===== src/rtl/cnn_load_sequencer.sv =====
// cnn_load_sequencer
// Front-end controller for the binary CNN classifier. Streams image rows,
// 5x5 binary kernels and offsets into the datapath memories with
// auto-incrementing addresses, then steps the five layer stages
// (conv1, pool1, conv2, pool2, fc) through start/done handshakes under a
// per-stage watchdog and holds the final class.
module cnn_load_sequencer #(
    parameter int IMG_ROWS    = 28,
    parameter int IMG_W       = 28,
    parameter int NUM_KERNELS = 1170,
    parameter int KW          = 25,
    parameter int NUM_OFFSETS = 78,
    parameter int BW          = 8,
    parameter int CLASS_W     = 4,
    parameter int TIMEOUT     = 4096,
    localparam int IMG_AW     = $clog2(IMG_ROWS),
    localparam int KER_AW     = $clog2(NUM_KERNELS),
    localparam int OFF_AW     = $clog2(NUM_OFFSETS)
) (
    input  logic               clk,
    input  logic               rst_n,
    input  logic               cfg_valid,
    output logic               cfg_ready,
    input  logic [1:0]         cfg_type,
    input  logic [31:0]        cfg_data,
    input  logic               start,
    input  logic               abort,
    output logic               img_we,
    output logic [IMG_AW-1:0]  img_addr,
    output logic [IMG_W-1:0]   img_wdata,
    output logic               ker_we,
    output logic [KER_AW-1:0]  ker_addr,
    output logic [KW-1:0]      ker_wdata,
    output logic               off_we,
    output logic [OFF_AW-1:0]  off_addr,
    output logic [BW-1:0]      off_wdata,
    output logic [4:0]         stage_start,
    input  logic [4:0]         stage_done,
    input  logic [CLASS_W-1:0] fc_class,
    output logic               busy,
    output logic               done,
    output logic [CLASS_W-1:0] class_out,
    output logic               class_valid,
    output logic               err
);

    localparam int WD_W = $clog2(TIMEOUT + 1);

    localparam logic [IMG_AW-1:0] IMG_LAST = IMG_AW'(IMG_ROWS - 1);
    localparam logic [KER_AW-1:0] KER_LAST = KER_AW'(NUM_KERNELS - 1);
    localparam logic [OFF_AW-1:0] OFF_LAST = OFF_AW'(NUM_OFFSETS - 1);
    localparam logic [WD_W-1:0]   WD_LIMIT = WD_W'(TIMEOUT);
    localparam logic [2:0]        FC_STAGE = 3'd4;

    typedef enum logic [1:0] {
        S_IDLE,
        S_RUN,
        S_DONE
    } state_e;

    state_e              state_q, state_d;
    logic [IMG_AW-1:0]   img_cnt_q, img_cnt_d;
    logic [KER_AW-1:0]   ker_cnt_q, ker_cnt_d;
    logic [OFF_AW-1:0]   off_cnt_q, off_cnt_d;
    logic                img_ld_q, img_ld_d;
    logic                ker_ld_q, ker_ld_d;
    logic                off_ld_q, off_ld_d;
    logic                img_we_q, img_we_d;
    logic [IMG_AW-1:0]   img_addr_q, img_addr_d;
    logic [IMG_W-1:0]    img_wdata_q, img_wdata_d;
    logic                ker_we_q, ker_we_d;
    logic [KER_AW-1:0]   ker_addr_q, ker_addr_d;
    logic [KW-1:0]       ker_wdata_q, ker_wdata_d;
    logic                off_we_q, off_we_d;
    logic [OFF_AW-1:0]   off_addr_q, off_addr_d;
    logic [BW-1:0]       off_wdata_q, off_wdata_d;
    logic [2:0]          stage_q, stage_d;
    logic [4:0]          stage_start_q, stage_start_d;
    logic [WD_W-1:0]     wdog_q, wdog_d;
    logic                done_q, done_d;
    logic [CLASS_W-1:0]  class_q, class_d;
    logic                class_valid_q, class_valid_d;
    logic                err_q, err_d;

    logic       idle_like;
    logic       beat_acc;
    logic       start_acc;
    logic [4:0] exp_done;
    logic       done_hit;
    logic       done_stray;

    // Payload bits above the widest memory word carry nothing.
    logic unused_cfg_bits;
    assign unused_cfg_bits = ^cfg_data[31:IMG_W];

    assign idle_like  = (state_q == S_IDLE) || (state_q == S_DONE);
    // Start has priority over a config beat in the same cycle; the beat stalls.
    assign cfg_ready  = rst_n & idle_like & ~start;
    assign beat_acc   = cfg_valid & cfg_ready;
    assign start_acc  = start & idle_like & img_ld_q & ker_ld_q & off_ld_q;
    assign exp_done   = 5'b00001 << stage_q;
    assign done_hit   = |(stage_done & exp_done);
    assign done_stray = |(stage_done & ~exp_done);

    // Next-state: config write path, loaded flags, stage sequencing, watchdog.
    always_comb begin
        state_d       = state_q;
        img_cnt_d     = img_cnt_q;
        ker_cnt_d     = ker_cnt_q;
        off_cnt_d     = off_cnt_q;
        img_ld_d      = img_ld_q;
        ker_ld_d      = ker_ld_q;
        off_ld_d      = off_ld_q;
        img_we_d      = 1'b0;
        img_addr_d    = img_addr_q;
        img_wdata_d   = img_wdata_q;
        ker_we_d      = 1'b0;
        ker_addr_d    = ker_addr_q;
        ker_wdata_d   = ker_wdata_q;
        off_we_d      = 1'b0;
        off_addr_d    = off_addr_q;
        off_wdata_d   = off_wdata_q;
        stage_d       = stage_q;
        stage_start_d = 5'b0;
        wdog_d        = wdog_q;
        done_d        = 1'b0;
        class_d       = class_q;
        class_valid_d = class_valid_q;
        err_d         = err_q;

        if (beat_acc) begin
            unique case (cfg_type)
                2'd0: begin
                    img_we_d    = 1'b1;
                    img_addr_d  = img_cnt_q;
                    img_wdata_d = cfg_data[IMG_W-1:0];
                    img_cnt_d   = (img_cnt_q == IMG_LAST) ? '0 : img_cnt_q + 1'b1;
                    if (img_cnt_q == IMG_LAST)  img_ld_d = 1'b1;
                    else if (img_cnt_q == '0)   img_ld_d = 1'b0;
                end
                2'd1: begin
                    ker_we_d    = 1'b1;
                    ker_addr_d  = ker_cnt_q;
                    ker_wdata_d = cfg_data[KW-1:0];
                    ker_cnt_d   = (ker_cnt_q == KER_LAST) ? '0 : ker_cnt_q + 1'b1;
                    if (ker_cnt_q == KER_LAST)  ker_ld_d = 1'b1;
                    else if (ker_cnt_q == '0)   ker_ld_d = 1'b0;
                end
                2'd2: begin
                    off_we_d    = 1'b1;
                    off_addr_d  = off_cnt_q;
                    off_wdata_d = cfg_data[BW-1:0];
                    off_cnt_d   = (off_cnt_q == OFF_LAST) ? '0 : off_cnt_q + 1'b1;
                    if (off_cnt_q == OFF_LAST)  off_ld_d = 1'b1;
                    else if (off_cnt_q == '0)   off_ld_d = 1'b0;
                end
                default: err_d = 1'b1;  // reserved type: consumed, nothing written
            endcase
        end

        unique case (state_q)
            S_IDLE, S_DONE: begin
                if (start_acc) begin
                    state_d       = S_RUN;
                    stage_d       = '0;
                    stage_start_d = 5'b00001;
                    wdog_d        = '0;
                    class_valid_d = 1'b0;
                end else if (start) begin
                    err_d = 1'b1;  // memories not fully loaded
                end
            end
            S_RUN: begin
                if (start) err_d = 1'b1;
                if (abort) begin
                    state_d = S_IDLE;
                end else begin
                    wdog_d = wdog_q + 1'b1;
                    if (done_stray) err_d = 1'b1;
                    if (done_hit) begin
                        wdog_d = '0;
                        if (stage_q == FC_STAGE) begin
                            class_d       = fc_class;
                            class_valid_d = 1'b1;
                            done_d        = 1'b1;
                            state_d       = S_DONE;
                        end else begin
                            stage_d       = stage_q + 3'd1;
                            stage_start_d = exp_done << 1;
                        end
                    end else if (wdog_q == WD_LIMIT) begin
                        err_d   = 1'b1;
                        state_d = S_IDLE;
                    end
                end
            end
            default: state_d = S_IDLE;
        endcase
    end

    // State and output registers; async reset returns everything to idle/unloaded.
    always_ff @(posedge clk or negedge rst_n) begin
        if (!rst_n) begin
            state_q       <= S_IDLE;
            img_cnt_q     <= '0;
            ker_cnt_q     <= '0;
            off_cnt_q     <= '0;
            img_ld_q      <= 1'b0;
            ker_ld_q      <= 1'b0;
            off_ld_q      <= 1'b0;
            img_we_q      <= 1'b0;
            img_addr_q    <= '0;
            img_wdata_q   <= '0;
            ker_we_q      <= 1'b0;
            ker_addr_q    <= '0;
            ker_wdata_q   <= '0;
            off_we_q      <= 1'b0;
            off_addr_q    <= '0;
            off_wdata_q   <= '0;
            stage_q       <= '0;
            stage_start_q <= '0;
            wdog_q        <= '0;
            done_q        <= 1'b0;
            class_q       <= '0;
            class_valid_q <= 1'b0;
            err_q         <= 1'b0;
        end else begin
            state_q       <= state_d;
            img_cnt_q     <= img_cnt_d;
            ker_cnt_q     <= ker_cnt_d;
            off_cnt_q     <= off_cnt_d;
            img_ld_q      <= img_ld_d;
            ker_ld_q      <= ker_ld_d;
            off_ld_q      <= off_ld_d;
            img_we_q      <= img_we_d;
            img_addr_q    <= img_addr_d;
            img_wdata_q   <= img_wdata_d;
            ker_we_q      <= ker_we_d;
            ker_addr_q    <= ker_addr_d;
            ker_wdata_q   <= ker_wdata_d;
            off_we_q      <= off_we_d;
            off_addr_q    <= off_addr_d;
            off_wdata_q   <= off_wdata_d;
            stage_q       <= stage_d;
            stage_start_q <= stage_start_d;
            wdog_q        <= wdog_d;
            done_q        <= done_d;
            class_q       <= class_d;
            class_valid_q <= class_valid_d;
            err_q         <= err_d;
        end
    end

    assign img_we      = img_we_q;
    assign img_addr    = img_addr_q;
    assign img_wdata   = img_wdata_q;
    assign ker_we      = ker_we_q;
    assign ker_addr    = ker_addr_q;
    assign ker_wdata   = ker_wdata_q;
    assign off_we      = off_we_q;
    assign off_addr    = off_addr_q;
    assign off_wdata   = off_wdata_q;
    assign stage_start = stage_start_q;
    assign busy        = (state_q == S_RUN);
    assign done        = done_q;
    assign class_out   = class_q;
    assign class_valid = class_valid_q;
    assign err         = err_q;

endmodule


===== config.mk =====
export PLATFORM = sky130hd
export DESIGN_NAME = cnn_load_sequencer
export DESIGN_NICKNAME = d
export VERILOG_FILES = /design/src/rtl/cnn_load_sequencer.sv
export SDC_FILE = /design/constraint.sdc
export NUM_CORES = 1
export LEC_CHECK = 0
export ABC_AREA = 1
export ABC_CLOCK_PERIOD_IN_PS = 2400
export BUFFER_PORTS_ARGS = -buffer_cell sky130_fd_sc_hd__buf_2
export CAP_MARGIN = 20
export CORE_MARGIN = 4
export CORE_UTILIZATION = 30
export DETAILED_ROUTE_END_ITERATION = 7
export MAX_ROUTING_LAYER = met4
export PLACE_DENSITY = 0.61
export SYNTH_ARGS = -nofsm -noshare
export SYNTH_HDL_FRONTEND = slang
export SYNTH_SLANG_ARGS = --single-unit
export TNS_END_PERCENT = 30

===== constraint.sdc =====
create_clock -name clk -period 2.4 [get_ports clk]
set_input_delay 0.36 -clock clk [delete_from_list [all_inputs] [get_ports clk]]
set_output_delay 0.36 -clock clk [all_outputs]
set_load 0.02 [all_outputs]

==> results of run 1 <==
==> stage by stage <==
stage	util	instances	hold WS, ns	worst slack (ns)	power, mW
floorplan	-	709	0.0644	0.785	4.09
global placement	0.357	1110	0.454	0.457	4.70
detailed placement	0.357	1110	0.453	0.420	4.73
CTS	0.385	1141	0.0481	0.416	7.32
global route	0.385	1141	0.0784	0.196	7.62
finish	0.385	1141	0.0399	0.455	7.19
==> layout by cell type, fill, tap and decap left out, types with 2 or more instances in the layout <==
cell,synthesis,layout
inv_2,5,5
xor2_1,11,11
nor3_1,19,19
buf_4,1,11
o21ai_1,31,31
dfrtp_1,143,143
buf_2,12,143
nand2_4,2,2
clkbuf_8,0,4
nand3_2,4,4
nor2_1,40,40
clkinv_2,1,4
inv_1,79,79
nand2_2,2,2
ha_1,15,15
a21oi_1,14,14
clkbuf_16,0,17
nor3_2,2,2
clkinv_4,1,3
nand4_1,12,12
clkinvlp_4,0,3
nor2_4,2,2
o22ai_1,2,2
or2_2,2,2
nand3_1,39,39
nand2_1,183,183
o21ai_0,68,68
==> path summary, 6_finish.rpt <==
| path | from | end | slack, ns | cells past startpoint |
|---|---|---|---|---|
| max | stage_q[0] | class_out[2] | 0.46 | 12 |
| min | rst_n | ker_addr[1] | 0.04 | 2 |
| max reg2reg | stage_q[0] | class_out[2] | 0.46 | 12 |
| min reg2reg | img_addr[2] | img_addr[2] | 0.46 | 2 |
| max in group asynchronous | rst_n | ker_wdata[6] | 1.31 | 3 |
| min in group clk | fc_class[0] | class_out[0] | 0.14 | 3 |
==> sequential cells by signal, summed over array words and instances (netlist names), 2 cells and up <==
register     count
stage_q          3
off_wdata        8
ker_cnt_q       11
img_wdata       28
class_out        4
img_addr         5
stage_start      5
wdog_q          13
off_addr         7
ker_wdata       25
off_cnt_q        7
ker_addr        11
state_q          2
img_cnt_q        5
==> power groups by stage <==
stage	Combinational (mW)	Sequential (mW)	Clock (mW)
4_1_cts	1.57	3.13	2.62
3_3_place_gp	1.55	3.15	0
3_5_place_dp	1.57	3.16	0
2_1_floorplan	0.569	3.52	0
5_1_grt	1.73	3.18	2.72
6_report	1.54	3.12	2.53
==> cell families after synthesis <==
logic type	after synthesis
fa+ha+maj	15
buf+inv	110
compound gates	120
simple gates	309
xor+xnor	12
flops	143
==> routing by layer <==
metal | vias up | GRT usage
li1 | 2584 | -
met1 | 2309 | 0.174
met2 | 98 | 0.207
met3 | 16 | 0.0413
met4 | 0 | 0.0399
met5 | - | -
==> layout make-up <==
cell class,instances,area [um^2],share of cell area
Clock inverter,9,85.1,0.0108
Sequential cell,143,3580,0.454
Timing Repair Buffer,155,810,0.103
Clock buffer,22,484,0.0614
Multi-Input combinational cell,456,2260,0.287
Inverter,86,329,0.0417
Tap cell,270,338,0.0429
==> impl_results.md, run 1 <==
* Drt wl/cell at 13.2 um
* Fraction of power spent switching nets at 0.321
* Post_cts resized at 0
* Mapped Cells at 709
* Gr usage total at 0.135
* Register area share after synthesis at 0.567
* Leak at approximately 4.2 nW
* Placed Area at about 7300 um^2
* Crit-path most repeated cell: nand2_1
* FILL cells at ~2100
* M1 WL at between 7 and 8 mm
* Cell Rows at 52
* Die width at 153 um
* Top cells by count, synth: 183 x nand2_1, 143 x dfrtp_1, 79 x inv_1, 68 x o21ai_0, 40 x nor2_1
* Slew headroom at 0.532
* Largest net degree at the start of global routing at 55
* Core Box Area at 20500 um^2
* Post-route minimum period at 1.94 ns
* CTS max path bufs at 2
* CTS tree: built
* Post-synthesis simple-gate area fraction at 0.213
* Clk root buf: clkbuf_16
* Pre-Repair DR Iteration Count at 4
* CTS H-tree lvls at 4
* Int Pwr at slightly below 5 mW
* Number of max-cap violations at 0
* Sequential power share at 0.434
* F_max at roughly 510 MHz
* Delay-heaviest family, CP: simple AND/OR/NAND/NOR gates
* Num CTS Buffers at 17
* Syn_area_per_cell at a little under 9 um^2
* Reg clk slew, reported paths at about 0.060 ns
* Pwr dens at around 910 nW/um^2
* RSZ-0062 raised after global routing: no
* Proportion of synthesized area in mux cells at 0
* Clock share of power at 0.352
* Top layer used by detailed routing: met4
* Met3 wire len at between 700 and 800 um
* Synth Flop Type: dfrtp_1
* Setup crit end kind: flip-flop
* Final Hold Fails at 0
* Complex-gate fraction of the synthesized area at 0.0973
* Worst-path fanout max at 6
* Setup Fix Bufs, Post-CTS at 0
* Routed vias at 5007
* Initial Utilization at 0.308
* Detail Route Antenna Nets at 0
* WS Path Type: flip-flop to flip-flop
* Antenna violations before repair at 0
* Fraction of registers with async set/reset at 1.00
* CP arrival at roughly 2.3 ns
* Die height at between 150 and 200 um
* Crit-path cells: inv_1 > ha_1 > nand2_1 > inv_1 > nand2_1 > nand3_1 > nor2_2 > nor2_1 > nand2_1 > inv_2 > nand2_1 > nand2_1
* Die area at ~23000 um^2
* Detail Route met2 WL at a little under 7 mm
* Count of final setup violators at 0
* Max Clock Skew at around 0.0095 ns
* Crit share post-route at 0.810
* Synth area leaders: dfrtp_1 57%, nand2_1 11%, o21ai_0 5.4%
* Top cell type's share of synthesized area at 0.567
* Status: complete, no violations
* First-pass GRT wire length at about 25 mm
* CTS sink cnt at about 140
* Slew Limit Fails at 0
* Most common cell in the netlist: nand2_1
* Tightest Hold Check Type: input port to asynchronous set/reset pin
* Synth Area in XOR/XNOR at 0.0178
* Setup TNS at 0 ns
* Drt total wl at around 15 mm
* Drt via density at approximately 4.4
* CP bufs+invs at 3
* Vias in the first global route at approximately 4900
* Post-cts hold buffer count at 0
* Post-Syn Area at roughly 6300 um^2
* Synth cell types at 34
* Layout area overhead at 24.9%
* EDFF count, synth at 0
* DRC viols at 0
* Final GP Congestion at ~0.85
* Sw Pwr at roughly 2.3 mW
* #FFs+latches synth at around 140
* Worst-margin pin slew at 0.702 ns
* Maximum vdd drop at roughly 460 uV
* DP HPWL at 10.9 mm
* Combinational share of power at 0.214
* Slowest-stage cell, CP: dfrtp_1
* Nets@finish at around 920
* Iteration-0 DRC count of the detailed router at 214
* Post-synthesis adder-cell area fraction at 0.0297
* Ant. Diodes at 0
* Crit path launch type: flip-flop
* Layout cells sized above 1 at 0.239
* Port bufs at 144
* Synth warnings at 0
* CP peak stage delay at 0.41 ns
* Worst path required time at 2.76 ns
* GRT Residual Overflow at 0
* Leading area contributor after synthesis: dfrtp_1
* Fin area at around 7900 um^2
* Largest family of logic cells by synthesized area: simple AND/OR/NAND/NOR gates
* Clock Latency Late Sink at ~0.42 ns
* Syn nets at 772
* Ports at 149
Note: power is estimated with default switching activity, not from simulation.
==> inputs of run 2 (changes only) <==
Settings changed: ABC_CLOCK_PERIOD_IN_PS 2400 to 1650, PLACE_DENSITY 0.61 to 0.62.
Clock period 2.4 ns to 1.65 ns, I/O delays scaled along.
==> run 2 against run 1 <==
Against the previous run: the flow now finishes with violations (negative hold slack, negative setup slack); first-iteration DRC count increased by 48%; combinational power increased by 46%; critical path type unchanged; sequential share of layout area decreased by 1.7 points; worst hold slack got worse by 0.094 ns; setup slack got worse by 0.47 ns; clock power increased by 50%; non-clock buffer count increased by 17; utilization increased by 1.5 points.
==> impl_results.md, run 2 (same netlist as run 1, synthesis figures left out) <==
* Number of flip-flops in the largest register at 28
* CP peak stage delay at approximately 0.42 ns
* Vias in the first global route at roughly 5000
* Largest net degree at the start of global routing at between 100 and 150
* Status: finished with violations
* Routed vias at 5152
* DP HPWL at approximately 11 mm
* Leak at about 4.3 nW
* Fin area at 8190 um^2
* Final Worst Setup Slack at -0.0189 ns
* RSZ-0062 raised after global routing: yes
* Commonest non-fill, non-tap cell in the layout: nand2_1
* Slowest-stage cell, CP: dfrtp_1
* Die area at between 20000 and 25000 um^2
* F_max at 599 MHz
* Crit-path cells: inv_2 > ha_4 > nand2_2 > inv_1 > nand2_1 > nand3_2 > nor2_4 > nand2_2 > nand2_4 > inv_4 > nor3_1
* Drt via density at 4.44
* FILL cells at 2054
* Crit share post-route at 1.01
* Maximum vdd drop at just under 600 uV
* Post-route insts no fill at 1160
* Layout area overhead at 29.8%
* Core Box Area at 20500 um^2
* Antenna violations before repair at 1
* CTS tree: built
* Worst path required time at ~2 ns
* Inst Count DP at around 1100
* Post-route minimum period at ~1.7 ns
* Detail Route met2 WL at between 7 and 8 mm
* Port bufs at about 140
* Ports at between 100 and 150
* Pwr dens at ~1300 nW/um^2
* Most frequent cells in the layout: 177 x nand2_1, 143 x dfrtp_1, 143 x buf_2
* Top layer used by detailed routing: met4
* Worst-margin pin slew at around 0.79 ns
* GRT Residual Overflow at 0
* Die height at 153 um
* Pre-Repair DR Iteration Count at 4
* CTS sink cnt at 143
* Drt wl/cell at roughly 13 um
* Count of final setup violators at 4
* Setup crit end kind: flip-flop
* Max Clock Skew at about 0.0065 ns
* Slew Limit Fails at 0
* Reg clk slew, reported paths at ~0.07 ns
* Num CTS Buffers at 17
* Number of max-cap violations at 0
* Core Util, Final at 0.400
* DRC viols at 0
* CTS H-tree lvls at 4
* Die width at about 150 um
* Clk root buf: clkbuf_16
* Placed Area at 7450 um^2
* First-pass GRT wire length at between 20 and 30 mm
* Crit path launch type: flip-flop
* Drt total wl at between 15 and 20 mm
* Final hold slack at -0.0545 ns
* Gr usage total at 0.136
* Nets@finish at 939
* Design Power at ~11 mW
* Clock Latency Late Sink at about 0.42 ns
* Crit-path most repeated cell: nand2_2
* Worst-path fanout max at 8
* Iteration-0 DRC count of the detailed router at 316
* Tightest Hold Check Type: input port to asynchronous set/reset pin
* CTS max path bufs at 2
* Final Hold Fails at 58
* Layout cells sized above 1 at 0.280
* Final GP Congestion at approximately 0.84
* CP arrival at between 2 and 2.5 ns
* Slew headroom at 0.471
* Cell Rows at 52
* Initial Utilization at 0.308
* Detail Route Antenna Nets at 0
* Met3 wire len at 643 um
* WS Path Type: flip-flop to flip-flop
* M1 WL at 7.17 mm
* Failing checks: negative hold slack, negative setup slack
[run 2: cell count changes in the layout (fill, tap and decap cells not counted), sizes merged]
cell	change
inv	+10
buf	+16
clkinv	-2
bufinv	-1
clkbuf	-5
dlygate4sd3	+1
clkinvlp	-1
diode	+1
[run 2: worst paths after layout]
| check | startpoint | slack [ns] | to | cells past startpoint |
|---|---|---|---|---|
| worst max register to register | stage_q[0] | -0.02 | wdog_q[9] | 11 |
| worst min-delay path | rst_n | -0.05 | stage_start[1] | 2 |
| max in group asynchronous | rst_n | 1.09 | wdog_q[10] | 2 |
| worst min register to register | img_addr[2] | 0.47 | img_addr[2] | 2 |
| worst max-delay path | stage_q[0] | -0.02 | wdog_q[9] | 11 |
| min in group clk | fc_class[1] | 0.02 | class_out[1] | 3 |
[run 2: metal layers]
layer	global-route usage	up-vias
li1	-	2619
met1	0.174	2404
met2	0.207	108
met3	0.0345	21
met4	0.0552	0
met5	-	-
[run 2: stage by stage]
stage	setup TNS (ns)	worst slack [ns]
3_5_place_dp	-0.642	-0.101
5_1_grt	-1.28	-0.0981
2_1_floorplan	0	0.0354
4_1_cts	-0.00549	-0.00470
3_3_place_gp	-0.121	-0.0320
6_report	-0.0350	-0.0189
[run 2: where the power goes]
part           switching [mW]  internal (mW)  total [mW]
Combinational            1.49          0.766        2.25
Sequential              0.424           4.13        4.55
Clock                    1.75           2.04        3.79
Total                    3.66           6.93        10.6
[run 2: what timing repair did]
item | 4_1_cts | 5_1_grt
hold buffers | 1 | 0
buffers inserted | 0 | 3
endpoints found under the setup margin | 16 | 43
resized for setup | 12 | 22
endpoints found under the hold margin | 1 | 0
pin swaps | 5 | 7
[run 2: worst max-delay path, delay by kind of cell, from the launching register on]
kind / cells / cell delay [ns]
buffers and inverters: 3 / 0.21
flip-flops: 1 / 0.42
AND/OR/NAND/NOR: 7 / 0.79
adder cells (fa/ha/maj): 1 / 0.17
[run 2: cell type report]
class,instances,area [um^2],area share
Inverter,86,339,0.0414
Clock inverter,15,166,0.0203
Antenna cell,1,2.50,0.000305
Multi-Input combinational cell,456,2360,0.288
Timing Repair Buffer,172,981,0.120
Clock buffer,17,425,0.0519
Sequential cell,143,3580,0.437
Tap cell,270,338,0.0412
